--- src/rtl/mul_result_merge_pkg.sv ---
// Shared result-uop and branch-provider types plus the branch kill rule
// used by the ALU, multiplier and writeback merge logic.
package mul_result_merge_pkg;

  localparam int unsigned SQN_W    = 7;
  localparam int unsigned UOP_W    = 88;
  localparam int unsigned BRANCH_W = 76;

  typedef struct packed {
    logic [31:0]       result;
    logic [6:0]        tag_dst;
    logic [4:0]        nm_dst;
    logic [SQN_W-1:0]  sqn;
    logic [31:0]       pc;
    logic [2:0]        flags;
    logic              compressed;
    logic              valid;
  } res_uop_t;

  typedef struct packed {
    logic [31:0]       rsv_hi;
    logic [SQN_W-1:0]  sqn;
    logic [35:0]       rsv_lo;
    logic              valid;
  } branch_prov_t;

  // A uop is killed when it is strictly younger than a mispredicting branch.
  function automatic logic is_killed(input logic [SQN_W-1:0] sqn, input branch_prov_t br);
    logic [SQN_W-1:0] diff;
    diff = sqn - br.sqn;
    return br.valid && !diff[SQN_W-1] && (diff != '0);
  endfunction

endpackage

--- src/rtl/mul_result_merge_result_fifo.sv ---
// In-order holding FIFO for multiplier results that lost writeback arbitration,
// with per-entry valid bits cleared by branch flushes.
module result_fifo
  import mul_result_merge_pkg::*;
#(
  parameter int unsigned DEPTH = 8
) (
  input  logic                         clk,
  input  logic                         rst,
  input  logic                         push_i,
  input  res_uop_t                     push_uop_i,
  input  logic                         pop_i,
  input  branch_prov_t                 branch_i,
  output res_uop_t                     head_uop_c,
  output logic                         head_live_c,
  output logic                         empty_c,
  output logic                         full_c,
  output logic                         push_ok_c,
  output logic [$clog2(DEPTH+1)-1:0]   count_o
);

  localparam int unsigned PTR_W = (DEPTH > 1) ? $clog2(DEPTH) : 1;
  localparam int unsigned CNT_W = $clog2(DEPTH + 1);

  res_uop_t           mem_q [DEPTH];
  res_uop_t           mem_d [DEPTH];
  logic [DEPTH-1:0]   ev_q, ev_d;
  logic [PTR_W-1:0]   head_q, head_d, tail_q, tail_d;
  logic [CNT_W-1:0]   count_q, count_d;
  logic               pop_ok;
  logic               unused_br_c;

  assign unused_br_c = ^{branch_i.rsv_hi, branch_i.rsv_lo};
  assign count_o     = count_q;

  // Flush-clear first, then pop, then push so a full-FIFO push/pop keeps the new entry live.
  always_comb begin
    empty_c     = (count_q == '0);
    full_c      = (count_q == CNT_W'(DEPTH));
    pop_ok      = pop_i && !empty_c;
    push_ok_c   = push_i && (!full_c || pop_ok);
    head_uop_c  = mem_q[head_q];
    head_live_c = !empty_c && ev_q[head_q] && !is_killed(mem_q[head_q].sqn, branch_i);
    mem_d       = mem_q;
    ev_d        = ev_q;
    head_d      = head_q;
    tail_d      = tail_q;

    for (int unsigned i = 0; i < DEPTH; i++) begin
      if (is_killed(mem_q[i].sqn, branch_i)) ev_d[i] = 1'b0;
    end
    if (pop_ok) begin
      ev_d[head_q] = 1'b0;
      head_d       = PTR_W'(head_q + 1'b1);
    end
    if (push_ok_c) begin
      mem_d[tail_q] = push_uop_i;
      ev_d[tail_q]  = 1'b1;
      tail_d        = PTR_W'(tail_q + 1'b1);
    end
    count_d = count_q + CNT_W'(push_ok_c) - CNT_W'(pop_ok);
  end

  always_ff @(posedge clk or posedge rst) begin
    if (rst) begin
      for (int unsigned i = 0; i < DEPTH; i++) mem_q[i] <= '0;
      ev_q    <= '0;
      head_q  <= '0;
      tail_q  <= '0;
      count_q <= '0;
    end else begin
      mem_q   <= mem_d;
      ev_q    <= ev_d;
      head_q  <= head_d;
      tail_q  <= tail_d;
      count_q <= count_d;
    end
  end

endmodule

--- src/rtl/mul_result_merge.sv ---
// Writeback merge: ALU has fixed priority, multiplier results bypass or queue
// in order behind it; early busy throttles multiplier issue.
module mul_result_merge
  import mul_result_merge_pkg::*;
#(
  parameter int unsigned DEPTH    = 8,
  parameter int unsigned INFLIGHT = 6
) (
  input  logic                 clk,
  input  logic                 rst,
  input  logic [BRANCH_W-1:0]  IN_branch,
  input  logic [UOP_W-1:0]     IN_aluUop,
  input  logic [UOP_W-1:0]     IN_mulUop,
  output logic [UOP_W-1:0]     OUT_uop,
  output logic                 OUT_mulBusy,
  output logic                 OUT_overflow
);

  localparam int unsigned CNT_W = $clog2(DEPTH + 1);

  branch_prov_t      br;
  res_uop_t          alu, mul, head_uop, uop_d, uop_q;
  logic              head_live, fifo_empty, fifo_full, push_ok;
  logic              alu_live, mul_live, bypass, push, pop;
  logic              overflow_d, overflow_q;
  logic [CNT_W-1:0]  count;
  logic              unused_br_c;

  assign br          = branch_prov_t'(IN_branch);
  assign alu         = res_uop_t'(IN_aluUop);
  assign mul         = res_uop_t'(IN_mulUop);
  assign unused_br_c = ^{br.rsv_hi, br.rsv_lo, push_ok};

  result_fifo #(.DEPTH(DEPTH)) u_fifo (
    .clk         (clk),
    .rst         (rst),
    .push_i      (push),
    .push_uop_i  (mul),
    .pop_i       (pop),
    .branch_i    (br),
    .head_uop_c  (head_uop),
    .head_live_c (head_live),
    .empty_c     (fifo_empty),
    .full_c      (fifo_full),
    .push_ok_c   (push_ok),
    .count_o     (count)
  );

  // Source select: ALU, then live FIFO head, then bypass only when the FIFO is empty.
  always_comb begin
    uop_d      = '0;
    bypass     = 1'b0;
    overflow_d = overflow_q;
    alu_live   = alu.valid && !is_killed(alu.sqn, br);
    mul_live   = mul.valid && !is_killed(mul.sqn, br);

    if (alu_live) begin
      uop_d = alu;
    end else if (head_live) begin
      uop_d = head_uop;
    end else if (fifo_empty && mul_live) begin
      uop_d  = mul;
      bypass = 1'b1;
    end

    // Dead heads drain every cycle; a live head leaves only when the ALU is quiet.
    pop  = !fifo_empty && (!head_live || !alu_live);
    push = mul_live && !bypass;
    if (push && fifo_full && !pop) overflow_d = 1'b1;
  end

  always_ff @(posedge clk or posedge rst) begin
    if (rst) begin
      uop_q      <= '0;
      overflow_q <= 1'b0;
    end else begin
      uop_q      <= uop_d;
      overflow_q <= overflow_d;
    end
  end

  assign OUT_uop      = uop_q;
  assign OUT_overflow = overflow_q;
  assign OUT_mulBusy  = (32'(count) + INFLIGHT) >= DEPTH;

endmodule

--- config.mk ---
export PLATFORM = sky130hd
export DESIGN_NAME = mul_result_merge
export DESIGN_NICKNAME = d
export VERILOG_FILES = /design/src/rtl/mul_result_merge_pkg.sv /design/src/rtl/mul_result_merge_result_fifo.sv /design/src/rtl/mul_result_merge.sv
export SDC_FILE = /design/constraint.sdc
export NUM_CORES = 2
export LEC_CHECK = 0
export ABC_AREA = 1
export CAP_MARGIN = 20
export CORE_UTILIZATION = 30
export DETAILED_ROUTE_END_ITERATION = 10
export PLACE_DENSITY = 0.46
export SYNTH_ARGS = -nofsm -noshare
export SYNTH_HDL_FRONTEND = slang
export SYNTH_HIERARCHICAL = 1
export SYNTH_SLANG_ARGS = --single-unit
--- constraint.sdc ---
create_clock -name clk -period 34.1 [get_ports clk]
set_input_delay 5.115 -clock clk [delete_from_list [all_inputs] [get_ports clk]]
set_output_delay 5.115 -clock clk [all_outputs]
set_load 0.05 [all_outputs]
==> flow_summary.ini <==
[synth]
yosysTopAreaCellShare = 0.516
synth_top_cell_by_area = dfrtp_1
yosys_warnings = 6
syn_area_um2 = 39300
post_synth_num_cell_types = 39
ys_seq_area_frac = 0.516
ys.flop_type = dfrtp_1
synth_area_leaders = dfrtp_1 52%, nand2_1 11%, o21ai_0 10%
synth_edf_count = 0
ys_ff_latch = 811
synthesis.nets = 5138
synthArstFlopShare = 1.00
synthCells = 4797
syn_area_per_cell_um2 = 8.20

[timing]
rsz0062_at_grt = no
tightest_slew_ns = 1.08
slew_headroom = 0.281
fin_crit_sh = 0.326
slew_viol_final = 0
period_needed_ns = 11.13
finalHoldViolCount = 0
setup_viol = 0
max_freq_mhz = 89.9
skew_ns = 0.0241
tns_ns = 0

[setup_path]
critPathBufInv = 7
cp_slowest_cell = buf_4
critPathCaptureType = flip-flop
cp_cell_sequence = clkdlybuf4s50_1, inv_1, buf_8, fa_1, xor2_1, nor2_1, nand3_1, nor2_1, nand2_1, nand2_1, nor2_1, nor2_4, buf_4, nor2_4, a21oi_4, nand2_2, clkinv_2, nand4_4, buf_4, buf_4, o21ai_0
worstPathArrival_ns = 11.64
cp_slowest_stage_delay_ns = 0.78
critPathTopFamily = buffers and inverters
crit_required_ns = 34.61
crit_fanout = 78
worst_setup_path_start_kind = input pin
crit_type = in -> reg

[power]
leakage_uw = 0.0217
peakVddDrop_mv = 0.0839
p_per_area_nw_per_um2 = 99.5
power_uw = 4600

[flow_run]
drv_cap = 0

[cts]
cts_buffers = 98
cts-resized-gates = 0
clkSinkCount = 811
post_cts_buffers = 0
hold_buffers = 0
clock_path_buffers = 3
cts_tree = yes
cts-root-buf = clkbuf_16
cts.clk_slew.worst_paths_ns = 0.06
h-tree-depth = 3
clock_latency_ns = 0.68

[die]
fp-row-count = 132
core_um2 = 130000
die_x_um = 364
start_util = 0.303
die_y_um = 364
die_area_um2 = 133000
pin_count = 344

[finish]
layout.nets = 5231
mostFrequentLayoutCells = 1167 x nand2_1, 810 x dfrtp_1, 809 x o21ai_0, 639 x nor2_1, 339 x o21ai_1
area_growth_pct = 17.6
final_common_cell = nand2_1
final_core_util = 0.356
drive_above_1_share = 0.0479

[global_route]
grt_max_degree = 191
grt_pass1_wl_mm = 196
antenna_found_initial = 8
track_usage = 0.190
grt_pass1_vias = 32200
grt-ovfl-total = 0

[drt]
first_pass_iters = 6
drtAntennaViolNets = 0
drtIter0Drc = 2683
wl_per_cell_um = 18.8
dr_total_vias = 32700
wirelength_mm = 126
via_per_inst = 4.87
drc_errors = 0

[worst_hold_path]
hold_class = reg -> reg

[placement]
place_congestion = 0.801
portBuffers = 275
place_hpwl_mm = 70.3

[outcome]
status = finished clean
power by group:
part / internal [uW] / switching (uW) / total (uW)
Sequential: 1390 / 227 / 1620
Combinational: 623 / 1290 / 1910
Clock: 647 / 428 / 1080
cell type report:
type                    count  area [um2]
inverters                 237         917
multi-input cells        3421       16400
diodes                      1        2.50
flip-flops and latches    811       20300
clock inverters            28         344
well taps                1742        2180
clock buffers             153        2990
repair buffers            321        3140
fillers                 13800       83600
cell families after synthesis:
| family | Yosys count | share of synthesized area |
|---|---|---|
| and+or+nand+nor | 2001 | 0.204 |
| DFF | 811 | 0.516 |
| buffers and inverters | 565 | 0.0691 |
| AOI/OAI and AO/OA | 1301 | 0.174 |
| xor gates and xnor gates | 32 | 0.00712 |
| adders and majority gates | 87 | 0.0300 |
sequential cells by signal (all words and copies together) (netlist names):
register and count:
OUT_overflow 1, OUT_uop 88, u_fifo/count_o 4, u_fifo/ev_q 8, u_fifo/head_q 3, u_fifo/mem_q 704, u_fifo/tail_q 3
per-stage QoR:
stage	hold WS, ns	instance area [um2]	setup WS, ns	instances
floorplan	0.448	39300	8.73	4797
global placement	0.451	42900	21.95	6531
detailed placement	0.467	42900	21.88	6531
CTS	0.482	46200	22.58	6712
global route	0.493	46300	22.46	6713
finish	0.476	46300	22.97	6714
cells in the mapped netlist (2+ instances only):
| master | count |
|---|---|
| dfrtp_1 | 811 |
| o2111ai_1 | 85 |
| nand3_1 | 73 |
| buf_6 | 38 |
| nand4_2 | 2 |
| a21oi_1 | 59 |
| nand2_1 | 1168 |
| xnor2_1 | 20 |
| buf_1 | 12 |
| buf_2 | 95 |
| clkbuf_2 | 3 |
| nand4_4 | 6 |
| buf_4 | 43 |
| a31oi_1 | 4 |
| inv_2 | 8 |
| inv_1 | 226 |
| clkinv_1 | 2 |
| xor2_1 | 12 |
| nor2_1 | 642 |
| nand2_2 | 4 |
| nand4_1 | 100 |
| o21ai_1 | 339 |
| clkbuf_1 | 135 |
| ha_1 | 75 |
| fa_1 | 12 |
| nand3b_1 | 2 |
| o21ai_0 | 809 |
worst reg2reg max path, delay by kind of cell (launching register included):
kind,cells,cell delay (ns)
simple gates,12,2.77
buf+inv,6,2.74
compound gates,5,1.51
fa+ha+maj,1,0.53
flops,1,0.46
per-layer routing:
layer / global-route usage / vias up / share of wire
li1: - / 16100 / -
met1: 0.272 / 15800 / 0.49
met4: 0.0391 / 4 / 0.015
met2: 0.304 / 683 / 0.45
met5: 0 / - / 0.00017
met3: 0.0277 / 119 / 0.047
path summary, 6_finish.rpt:
kind	slack [ns]	start	cells past startpoint	to
hold / removal	0.48	u_fifo/mem_q[530]	2	u_fifo/mem_q[530]
hold reg to reg	0.48	u_fifo/mem_q[530]	2	u_fifo/mem_q[530]
min in group asynchronous	5.01	rst	2	OUT_uop[7]
max in group asynchronous	26.07	rst	5	u_fifo/head_q[0]
setup reg to reg	26.00	u_fifo/head_q[2]	24	u_fifo/mem_q[702]
setup / recovery	22.97	IN_branch[38]	21	u_fifo/mem_q[702]
Power figures use the tool's default switching activity.
